File: src/rtl/simon_pkg.sv
// Shared types, default timings and the RAND fold helper for the Simon game engine.
package simon_pkg;

  typedef enum logic [2:0] {
    ST_IDLE,
    ST_EXTEND,
    ST_SHOW_ON,
    ST_SHOW_OFF,
    ST_WAIT_IN,
    ST_PAUSE,
    ST_WIN,
    ST_LOSE
  } state_t;

  localparam int DEF_SHOW_CYCLES    = 25_000_000;
  localparam int DEF_GAP_CYCLES     = 12_500_000;
  localparam int DEF_TIMEOUT_CYCLES = 150_000_000;

  // RAND is always below 2*n, so one conditional subtraction maps it into range.
  function automatic int unsigned fold_rand(input int unsigned r, input int unsigned n);
    return (r >= n) ? r - n : r;
  endfunction

  function automatic int unsigned max2(input int unsigned a, input int unsigned b);
    return (a > b) ? a : b;
  endfunction

endpackage

File: src/rtl/simon_tick_timer.sv
// Loadable down-counter shared by every timed game phase; load wins over counting,
// and done is high in an enabled cycle once the count has reached zero.
module simon_tick_timer #(
  parameter int W = 8
) (
  input  logic         clk,
  input  logic         rst,
  input  logic         load,
  input  logic [W-1:0] load_val,
  input  logic         en,
  output logic         done
);

  logic [W-1:0] cnt;

  always_ff @(posedge clk or posedge rst) begin
    if (rst) begin
      cnt <= '0;
    end else if (load) begin
      cnt <= load_val;
    end else if (en && (cnt != '0)) begin
      cnt <= cnt - W'(1);
    end
  end

  assign done = en && (cnt == '0);

endmodule

File: src/rtl/simon_core.sv
// Parametrised Simon game engine: grows, plays back and checks a button sequence, tracks best score.
// Optional per-press input timeout is built only when SIMON_TIMEOUT_EN is defined.
module simon_core
  import simon_pkg::*;
#(
  parameter int NUM_BUTTONS    = 4,
  parameter int DEPTH          = 16,
  parameter int SHOW_CYCLES    = DEF_SHOW_CYCLES,
  parameter int GAP_CYCLES     = DEF_GAP_CYCLES,
  parameter int TIMEOUT_CYCLES = DEF_TIMEOUT_CYCLES
) (
  input  logic                           CLK,
  input  logic                           RST,
  input  logic                           START,
  input  logic [$clog2(NUM_BUTTONS)-1:0] IN,
  input  logic                           IN_VALID,
  input  logic [$clog2(NUM_BUTTONS)-1:0] RAND,
  output logic [$clog2(NUM_BUTTONS)-1:0] OUT,
  output logic                           OUT_ENA,
  output logic                           WIN,
  output logic                           LOSE,
  output logic                           HS,
  output logic [$clog2(DEPTH+1)-1:0]     LEVEL,
  output logic [$clog2(DEPTH+1)-1:0]     BEST,
  output logic                           BUSY
);

  localparam int BTN_W = $clog2(NUM_BUTTONS);
  localparam int LVL_W = $clog2(DEPTH + 1);
  localparam int IDX_W = (DEPTH > 1) ? $clog2(DEPTH) : 1;
`ifdef SIMON_TIMEOUT_EN
  localparam int MAX_CNT = max2(max2(SHOW_CYCLES, GAP_CYCLES), TIMEOUT_CYCLES);
`else
  localparam int MAX_CNT = max2(SHOW_CYCLES, GAP_CYCLES);
`endif
  localparam int CNT_W = $clog2(MAX_CNT + 1);

  localparam logic [CNT_W-1:0] SHOW_LD = CNT_W'(SHOW_CYCLES - 1);
  localparam logic [CNT_W-1:0] GAP_LD  = CNT_W'(GAP_CYCLES - 1);
`ifdef SIMON_TIMEOUT_EN
  localparam logic [CNT_W-1:0] WAIT_LD = CNT_W'(TIMEOUT_CYCLES - 1);
`else
  localparam logic [CNT_W-1:0] WAIT_LD = '0;
`endif

  if (NUM_BUTTONS < 2 || DEPTH < 1 || SHOW_CYCLES < 1 || GAP_CYCLES < 1 || TIMEOUT_CYCLES < 1) begin : g_bad_param
    $error("simon_core: illegal parameter value");
  end

  state_t             state, state_n;
  logic [LVL_W-1:0]   level, level_n;
  logic [LVL_W-1:0]   idx, idx_n, idx_inc;
  logic [LVL_W-1:0]   best, score;
  logic               hs, hs_clr, score_vld;
  logic               mem_wr;
  logic               t_load, t_en, t_done;
  logic [CNT_W-1:0]   t_val;
  logic [BTN_W-1:0]   mem [DEPTH];
  logic [BTN_W-1:0]   cur_btn, rand_fold;
  logic               in_ok;

  assign idx_inc   = idx + LVL_W'(1);
  assign cur_btn   = mem[idx[IDX_W-1:0]];
  assign rand_fold = BTN_W'(fold_rand(32'(RAND), NUM_BUTTONS));

  // With a power-of-two button count every encoding is a real button.
  if (NUM_BUTTONS == (1 << BTN_W)) begin : g_in_full
    assign in_ok = 1'b1;
  end else begin : g_in_part
    assign in_ok = (IN < BTN_W'(NUM_BUTTONS));
  end

`ifdef SIMON_TIMEOUT_EN
  assign t_en = (state == ST_SHOW_ON) || (state == ST_SHOW_OFF) ||
                (state == ST_PAUSE) || (state == ST_WAIT_IN);
`else
  assign t_en = (state == ST_SHOW_ON) || (state == ST_SHOW_OFF) || (state == ST_PAUSE);
`endif

  simon_tick_timer #(.W(CNT_W)) u_timer (
    .clk      (CLK),
    .rst      (RST),
    .load     (t_load),
    .load_val (t_val),
    .en       (t_en),
    .done     (t_done)
  );

  always_comb begin
    state_n   = state;
    level_n   = level;
    idx_n     = idx;
    t_load    = 1'b0;
    t_val     = '0;
    mem_wr    = 1'b0;
    hs_clr    = 1'b0;
    score_vld = 1'b0;
    score     = '0;
    case (state)
      ST_IDLE, ST_WIN, ST_LOSE: begin
        if (START) begin
          state_n = ST_EXTEND;
          level_n = '0;
          hs_clr  = 1'b1;
        end
      end
      ST_EXTEND: begin
        mem_wr  = 1'b1;
        level_n = level + LVL_W'(1);
        idx_n   = '0;
        state_n = ST_SHOW_ON;
        t_load  = 1'b1;
        t_val   = SHOW_LD;
      end
      ST_SHOW_ON: begin
        if (t_done) begin
          state_n = ST_SHOW_OFF;
          t_load  = 1'b1;
          t_val   = GAP_LD;
        end
      end
      ST_SHOW_OFF: begin
        if (t_done) begin
          t_load = 1'b1;
          if (idx_inc == level) begin
            idx_n   = '0;
            state_n = ST_WAIT_IN;
            t_val   = WAIT_LD;
          end else begin
            idx_n   = idx_inc;
            state_n = ST_SHOW_ON;
            t_val   = SHOW_LD;
          end
        end
      end
      ST_WAIT_IN: begin
        if (IN_VALID && in_ok) begin
          if (IN == cur_btn) begin
            if (idx_inc == level) begin
              if (level == LVL_W'(DEPTH)) begin
                state_n   = ST_WIN;
                score_vld = 1'b1;
                score     = LVL_W'(DEPTH);
              end else begin
                state_n = ST_PAUSE;
                t_load  = 1'b1;
                t_val   = GAP_LD;
              end
            end else begin
              idx_n  = idx_inc;
              t_load = 1'b1;
              t_val  = WAIT_LD;
            end
          end else begin
            state_n   = ST_LOSE;
            score_vld = 1'b1;
            score     = level - LVL_W'(1);
          end
        end
`ifdef SIMON_TIMEOUT_EN
        else if (t_done) begin
          state_n   = ST_LOSE;
          score_vld = 1'b1;
          score     = level - LVL_W'(1);
        end
`endif
      end
      ST_PAUSE: begin
        if (t_done) begin
          state_n = ST_EXTEND;
        end
      end
      default: state_n = ST_IDLE;
    endcase
  end

  always_ff @(posedge CLK or posedge RST) begin
    if (RST) begin
      state <= ST_IDLE;
      level <= '0;
      idx   <= '0;
      best  <= '0;
      hs    <= 1'b0;
    end else begin
      state <= state_n;
      level <= level_n;
      idx   <= idx_n;
      if (hs_clr) begin
        hs <= 1'b0;
      end else if (score_vld && (score > best)) begin
        best <= score;
        hs   <= 1'b1;
      end
    end
  end

  // Sequence storage needs no reset: entries are always written before they are read.
  always_ff @(posedge CLK) begin
    if (mem_wr) begin
      mem[level[IDX_W-1:0]] <= rand_fold;
    end
  end

  assign OUT_ENA = (state == ST_SHOW_ON);
  assign OUT     = OUT_ENA ? cur_btn : '0;
  assign WIN     = (state == ST_WIN);
  assign LOSE    = (state == ST_LOSE);
  assign BUSY    = !((state == ST_IDLE) || (state == ST_WIN) || (state == ST_LOSE));
  assign HS      = hs;
  assign LEVEL   = level;
  assign BEST    = best;

endmodule
File: config.mk
export PLATFORM = sky130hd
export DESIGN_NAME = simon_core
export DESIGN_NICKNAME = d
export VERILOG_FILES = /design/src/rtl/simon_pkg.sv /design/src/rtl/simon_tick_timer.sv /design/src/rtl/simon_core.sv
export SDC_FILE = /design/constraint.sdc
export NUM_CORES = 1
export LEC_CHECK = 0
export ABC_AREA = 1
export CORE_AREA = 2 2 106 108
export CTS_CLUSTER_SIZE = 28
export DETAILED_ROUTE_END_ITERATION = 8
export DIE_AREA = 0 0 108 110
export SETUP_SLACK_MARGIN = 0.15
export SYNTH_ARGS = -nofsm -noshare
export SYNTH_HDL_FRONTEND = slang
export SYNTH_SLANG_ARGS = --single-unit
export TNS_END_PERCENT = 5
File: constraint.sdc
create_clock -name CLK -period 5.9 [get_ports CLK]
set_clock_uncertainty 0.05 [all_clocks]
set_input_delay 0.885 -clock CLK [delete_from_list [all_inputs] [get_ports CLK]]
set_output_delay 0.885 -clock CLK [all_outputs]
set_load 0.01 [all_outputs]
==> flow_metrics.tcl, run 1 <==
set metrics [dict create \
    row_count 38 \
    grt_max_degree 45 \
    vdd.ir_drop.worst_v 0.000242 \
    critical_path_class "register to register" \
    tns_ps 0 \
    drc_errors 0 \
    reg2reg_depth 13 \
    cts_resized 0 \
    grt.overflow.total 0 \
    vias 3991 \
    rsz0062_at_grt "no" \
    async_flop_share 0.579 \
    fin_crit_ps 3730 \
    drive_gt1_frac 0.0585 \
    dr.pass1.iters 5 \
    max-cap-violations 0 \
    cts.sinks 76 \
    regToRegEndpoint "u_timer.cnt[8]" \
    viasPerCell 5.05 \
    hold_end "HS" \
    reg2reg_from "idx[0]" \
    grt_usage 0.192 \
    syn_avg_cell_area_um2 7.53 \
    status "complete, no violations" \
    hold_violations 0 \
    dieArea_um2 11900 \
    multi_input_area_um2 2220 \
    cp.required_ps 6140 \
    min-delay-start "HS" \
    htree_levels 3 \
    ant_nets 0 \
    worstSkewPairLatency_ps 360 \
    power_leakage_nw 2.51 \
    die_height_um 110 \
    grt_pass1_wl_mm 17.7 \
    seq_area_frac_synth 0.436 \
    wl_mm 10.7 \
    wire_per_inst_um 13.5 \
    syn_area_um2 4730 \
    root_buffer "clkbuf_8" \
    synth_common_cells "nand2_1, inv_1, nand3_1, nor2_1, dfrtp_1" \
    cp_max_fo 27 \
    holdWs_ps 439 \
    cts_tree "built" \
    cp-start-kind "register" \
    synthTopCellsByArea "dfrtp_1, edfxtp_1, nand2_1" \
    clockBufferDepth 2 \
    synth.distinct_cells 38 \
    nNetsFinal 665 \
    antenna_found_initial 0 \
    finalSetupViolations 0 \
    gp_congestion 0.838 \
    syn_to_final_growth_pct 11.0 \
    end_kind "register" \
    slew_headroom 0.364 \
    synth.largest_area_cell "dfrtp_1" \
    reg2reg_slack_ps 2170 \
    core_area_um2 10700 \
    hp-class "register to register" \
    finalMaxSlewViolations 0 \
    io_buffers 24 \
    cp.arrival_ps 3970 \
    synth_seq_cells 76 \
    synthFlopType "dfrtp_1" \
    drt_iter0_drc 209 \
    synth_top_area_frac 0.233 \
    max_freq_mhz 268 \
    place_hpwl_mm 7.70 \
    yosysMostFrequentCell "nand2_1" \
    yosysWarnings 0 \
    cts_setup_buffers 0 \
    die_w_um 108 \
    regArea_um2 2060 \
    grt_pass1_vias 3764 \
    worstMarginPinSlew_ps 952 \
    initial_core_util 0.442 \
    cts-buffers-inserted 9 \
    nFillCells 1049 \
    synthesis.instances 628 \
    hold_path_depth 2 \
    syn_nets 648 \
    n_antenna_cell 0 \
    p_per_area_nw_per_um2 481 \
    synth_edf_count 32 \
    clkTransAtPathRegs_ps 90 \
    ios 25 \
    period_share 0.632 \
    ctsHoldBuffers 0 \
]
## cell usage in the layout (no fill, tap or decap), drive strengths merged
| cell type | instances |
|---|---|
| o211ai | 1 |
| nor2 | 72 |
| a31oi | 1 |
| clkbuf | 11 |
| inv | 85 |
| ha | 12 |
| or2 | 5 |
| nor4 | 3 |
| edfxtp | 32 |
| a21oi | 10 |
| and2 | 1 |
| clkinv | 2 |
| xnor2 | 9 |
| nand2 | 191 |
| nand4 | 9 |
| o21ai | 28 |
| xor2 | 18 |
| nor3 | 11 |
| clkdlybuf4s50 | 24 |
| bufinv | 2 |
| o22ai | 1 |
| nand3 | 76 |
| dfrtp | 44 |
| nand3b | 2 |
## kinds of logic after synthesis
group / count (synthesis) / synth area share
xor gates and xnor gates: 27 / 0.0500
adders and majority gates: 12 / 0.0317
DFF: 76 / 0.436
AOI/OAI and AO/OA: 41 / 0.0476
and+or+nand+nor: 370 / 0.340
buffers and inverters: 102 / 0.0944
## critical path, stage by stage (launching register included)
cell and delay [ps]:
dfrtp_1 930, ha_1 390, nand3_1 100, nand2_1 100, nand2_1 70, nand2_1 60, nand2_1 50, inv_1 120
nand4_2 140, nand4_2 460, nand3_2 530, inv_2 460, nand2_1 90, o21ai_1 80
## layout make-up
cell class | count | area share
timing repair buffer | 24 | 0.0457
inverter | 84 | 0.0605
clock buffer | 11 | 0.0291
multi-input combinational | 450 | 0.423
sequential | 76 | 0.393
tap | 140 | 0.0333
clock inverter | 5 | 0.0157
## routing by layer
layer	vias to the layer above	wire length (µm)	GRT usage	part of all wire
met3	15	459	0.0417	0.043
li1	2035	-	-	-
met2	67	5140	0.327	0.48
met5	-	0	0	0
met1	1874	4900	0.245	0.46
met4	0	193	0.0595	0.018
## power by group
group          switching (mW)  internal, mW
combinational           0.790         0.427
clock                   0.205         0.266
sequential              0.165         0.674
total                    1.16          1.37
## metrics by stage
stage | setup WS (ps) | std cells | instance area [µm²] | total power [mW] | utilization
2_1_floorplan | 3120 | 628 | 4730 | 1.81 | -
3_3_place_gp | 2340 | 774 | 5020 | 2.04 | 0.469
3_5_place_dp | 2210 | 774 | 5020 | 2.07 | 0.469
4_1_cts | 2180 | 790 | 5250 | 2.54 | 0.491
5_1_grt | 1770 | 790 | 5250 | 2.76 | 0.491
6_report | 2170 | 790 | 5250 | 2.53 | 0.491
## registers in the layout, indices dropped and copies added (netlist names)
signal	cells
mem	32
u_timer.cnt	25
BEST	5
LEVEL	5
idx	5
state	3
HS	1
## worst max path at each step
| stage | start | end | cells past startpoint |
|---|---|---|---|
| final | idx[0] | u_timer.cnt[8] | 13 |
| after global routing | idx[0] | u_timer.cnt[8] | 13 |
| after floorplan | idx[0] | BEST[4] | 20 |
| after global placement | idx[0] | u_timer.cnt[8] | 13 |
| after CTS | idx[0] | u_timer.cnt[18] | 13 |
| after detailed placement | idx[0] | u_timer.cnt[18] | 13 |
Note: power is estimated with default switching activity, not from simulation.
==> run 2, diff against run 1 <==
==> constraint.sdc (replaced) <==
create_clock -name CLK -period 3.6 [get_ports CLK]
set_clock_uncertainty 0.05 [all_clocks]
set_input_delay 0.54 -clock CLK [delete_from_list [all_inputs] [get_ports CLK]]
set_output_delay 0.54 -clock CLK [all_outputs]
set_load 0.01 [all_outputs]
==> flow_metrics.tcl, run 2 (synthesis gave the netlist of run 1 again) <==
set metrics [dict create \
    status "complete, no violations" \
    period_share 0.846 \
    cp.required_ps 3810 \
    p_per_area_nw_per_um2 786 \
    drc_errors 0 \
    power.total_mw 4.14 \
    hp-class "register to register" \
    cts_setup_buffers 0 \
    ctsHoldBuffers 0 \
    final_cell_mix "nand2_1, inv_1, nand3_1, nor2_1, dfrtp_1" \
    gp_congestion 0.899 \
    initial_core_util 0.442 \
    cp.arrival_ps 3250 \
    grt_pass1_wl_mm 18.2 \
    cp_max_fo 23 \
    fin_crit_ps 3040 \
    multi_input_area_um2 2230 \
    grt_max_degree 45 \
    ios 25 \
    nNetsFinal 669 \
    nFillCells 1052 \
    drive_gt1_frac 0.0673 \
    vdd.ir_drop.worst_v 0.000409 \
    hold_violations 0 \
    end_kind "register" \
    ant_nets 0 \
    cts_resized 0 \
    vias 4009 \
    viasPerCell 5.05 \
    n_antenna_cell 0 \
    worstMarginPinSlew_ps 960 \
    finalSetupViolations 0 \
    max_freq_mhz 329 \
    finalMaxSlewViolations 0 \
    clkTransAtPathRegs_ps 90 \
    die_w_um 108 \
    wire_per_inst_um 13.9 \
    worstSkewPairLatency_ps 370 \
    regArea_um2 2060 \
    die_height_um 110 \
    cts_tree "built" \
    largest_reg_flops 32 \
    grt_usage 0.195 \
    critical_path_class "register to register" \
    max-cap-violations 0 \
    wl_mm 11.1 \
    rsz0062_at_grt "no" \
    root_buffer "clkbuf_8" \
    place_hpwl_mm 7.92 \
    clockBufferDepth 2 \
    antenna_found_initial 0 \
    io_buffers 24 \
    final_util 0.493 \
    dieArea_um2 11900 \
    cp-start-kind "register" \
    grt_pass1_vias 3837 \
    cts.sinks 76 \
    htree_levels 3 \
    cts-buffers-inserted 9 \
    grt.overflow.total 0 \
    row_count 38 \
    final_common_cell "nand2_1" \
    syn_to_final_growth_pct 11.5 \
    drt_iter0_drc 166 \
    slew_headroom 0.359 \
    power_leakage_nw 2.51 \
    core_area_um2 10700 \
    tns_ps 0 \
    dr.pass1.iters 6 \
    holdWs_ps 439 \
]
-- run 2: cell types whose count changed in the layout (fill, tap and decap cells not counted), sizes merged --
cell / delta
clkbuf: -1
clkinvlp: +2
buf: +4
inv: -1
-- run 2: final timing paths --
path                         from              end  slack (ps)  depth (start not counted)
min in group asynchronous     RST  u_timer.cnt[12]         660                          2
setup reg to reg           idx[0]          BEST[4]         560                         19
max in group asynchronous     RST           idx[1]        2200                          2
hold / removal                 HS               HS         440                          2
setup / recovery           idx[0]          BEST[4]         560                         19
hold reg to reg                HS               HS         440                          2
-- run 2: metal layers --
metal  GRT usage  part of all wire  up-vias
li1            -                 -     2040
met1       0.252              0.47     1872
met2       0.336              0.47       82
met3      0.0394             0.042       15
met4      0.0513             0.011        0
met5           0                 0        -
-- run 2: power breakdown --
group          total [mW]  internal [mW]  leakage, nW  switching (mW)
combinational        2.08          0.733         1.55            1.34
sequential           1.33           1.11        0.860           0.227
clock               0.735          0.390        0.102           0.344
total                4.14           2.23         2.51            1.91
-- run 2: area by class of cell --
class | instances | area share
Clock buffer | 10 | 0.0242
Sequential cell | 76 | 0.391
Timing Repair Buffer | 28 | 0.0520
Clock inverter | 6 | 0.0168
Tap cell | 140 | 0.0332
Inverter | 84 | 0.0603
Multi-Input combinational cell | 450 | 0.422
-- run 2: metrics by stage --
stage | cell area, µm² | instances | worst slack [ps]
after floorplan | 4730 | 628 | 820
after global placement | 5050 | 778 | 542
after detailed placement | 5050 | 778 | 447
after CTS | 5260 | 794 | 415
after global routing | 5270 | 794 | 216
final | 5270 | 794 | 556
-- run 2: critical path, cell delays in order, from the launching register on --
cell	delay, ps
dfrtp_1	460
buf_6	200
or2_1	240
nand3_1	70
nand3_1	70
nand3_1	140
nand3_1	90
nand2_2	110
and2_4	210
nor2_1	80
nand2_1	90
inv_1	40
ha_1	280
inv_1	50
nor4_1	220
nor2_1	90
a21oi_2	180
nand2_4	110
nand2_1	70
o21ai_1	50
==> run 3, diff against run 2 <==
==> constraint.sdc (replaced) <==
create_clock -name CLK -period 3.12 [get_ports CLK]
set_clock_uncertainty 0.05 [all_clocks]
set_input_delay 0.468 -clock CLK [delete_from_list [all_inputs] [get_ports CLK]]
set_output_delay 0.468 -clock CLK [all_outputs]
set_load 0.01 [all_outputs]
==> flow_metrics.tcl, run 3 (synthesis gave the netlist of run 1 again) <==
set metrics [dict create \
    ios 25 \
    core_area_um2 10700 \
    grt.overflow.total 0 \
    hold_end "u_timer.cnt[0]" \
    fin_crit_ps 3010 \
    nNetsFinal 690 \
    path_cells "buf_12, o211ai_1, nand3_2, nand3_4, nand3_2, nand2_2, and2_4, buf_6, nor2_4, ha_4, inv_2, nor4_4, nor2_1, a21oi_2, nand2_2, o21ai_1" \
    worstSkewPairLatency_ps 370 \
    hp-class "register to register" \
    reg2reg_from "idx[0]" \
    rsz0062_at_grt "yes" \
    cts_tree "built" \
    viasPerCell 5.10 \
    grt_pass1_vias 3935 \
    critical_path_class "register to register" \
    vias 4154 \
    setup_ws_ps 111 \
    reg2reg_slack_ps 110 \
    initial_core_util 0.442 \
    regToRegEndpoint "BEST[3]" \
    die_w_um 108 \
    grt_pass1_wl_mm 18.6 \
    finalSetupViolations 0 \
    reg2reg_depth 16 \
    dp_slack_ps -18.2 \
    clkTransAtPathRegs_ps 90 \
    grt_usage 0.202 \
    cp_num_buf_inv 3 \
    slew_headroom 0.358 \
    period_share 0.964 \
    cp_max_fo 8 \
    htree_levels 3 \
    cts.sinks 76 \
    grt_max_degree 45 \
    n_antenna_cell 0 \
    cp-start-kind "register" \
    largest_reg_flops 32 \
    root_buffer "clkbuf_8" \
    finalNonFillerCells 815 \
    cp_top_family "simple AND/OR/NAND/NOR gates" \
    dr.pass1.iters 4 \
    drt_iter0_drc 184 \
    max-cap-violations 0 \
    dieArea_um2 11900 \
    row_count 38 \
    placed_cell_area_um2 5110 \
    final_area_um2 5660 \
    final_cell_mix "nand2_1, inv_1, nand3_1, nor2_1, dfrtp_1" \
    antenna_found_initial 0 \
    die_height_um 110 \
    syn_to_final_growth_pct 19.6 \
    wire_per_inst_um 14.4 \
    hold_violations 0 \
    min-delay-start "u_timer.cnt[0]" \
    max_stage_delay_ps 470 \
    dp_cells 785 \
    vdd.ir_drop.worst_v 0.000447 \
    final_util 0.529 \
    hold_path_depth 2 \
    io_buffers 24 \
    cp.required_ps 3370 \
    wl_mm 11.7 \
    ant_nets 0 \
    final_common_cell "nand2_1" \
    end_kind "register" \
    holdWs_ps 445 \
    cp.arrival_ps 3260 \
    max_freq_mhz 332 \
    clockBufferDepth 2 \
    gp_congestion 0.882 \
    drive_gt1_frac 0.145 \
    power_leakage_nw 2.65 \
    finalMaxSlewViolations 0 \
    worstMarginPinSlew_ps 961 \
    status "complete, no violations" \
    cts-buffers-inserted 9 \
    p_per_area_nw_per_um2 907 \
    slowest_stage "dfrtp_2" \
    drc_errors 0 \
    place_hpwl_mm 8.01 \
]
## run 3: cell count changes in the layout (fill, tap and decap cells not counted), sizes merged
cell      change
buf          +17
bufinv        -1
nand2         +1
clkbuf        +3
clkinvlp      +2
clkinv        -1
## run 3: cell type report
cell class | instances | area (µm²)
tap | 140 | 175
multi-input combinational | 451 | 2410
fill | 1005 | 5040
timing repair buffer | 47 | 464
inverter | 84 | 328
sequential | 76 | 2060
timing repair inverter | 1 | 8.76
clock buffer | 11 | 153
clock inverter | 5 | 60.1
## run 3: worst max-delay path by stage
stage	from	to	slack, ps	cells past startpoint
finish	idx[0]	BEST[3]	110	16
global route	idx[0]	BEST[3]	-50	18
CTS	idx[0]	BEST[2]	150	18
detailed placement	idx[0]	BEST[4]	-20	19
global placement	idx[0]	BEST[2]	150	19
floorplan	idx[0]	BEST[4]	340	20
## run 3: per-stage QoR
step                total power [mW]  TNS, ps
floorplan                       3.43        0
global placement                3.96        0
detailed placement              3.99    -42.7
CTS                             4.90        0
global route                    5.56     -152
finish                          5.13        0
## run 3: tightest hold or removal path, cell delays in order (launching register included)
cell and delay, ps:
dfrtp_1 350, nand2_1 50, nand2_1 60
## run 3: power by group
part	internal (mW)	switching, mW	leakage, nW
Combinational	1.08	1.71	1.70
Sequential	1.28	0.236	0.860
Clock	0.418	0.407	0.0929
Total	2.78	2.35	2.65
## run 3: per-layer routing
layer / part of all wire / global-route usage
met5: 0 / 0
met4: 0.019 / 0.0852
met3: 0.031 / 0.0300
met2: 0.48 / 0.333
met1: 0.47 / 0.267
## run 3: timing repair
action	in CTS	in global routing
resized for setup	10	36
gates cloned	1	3
setup endpoints to repair	6	6
hold buffers	0	0
pin swaps	7	25
buffers inserted	5	5
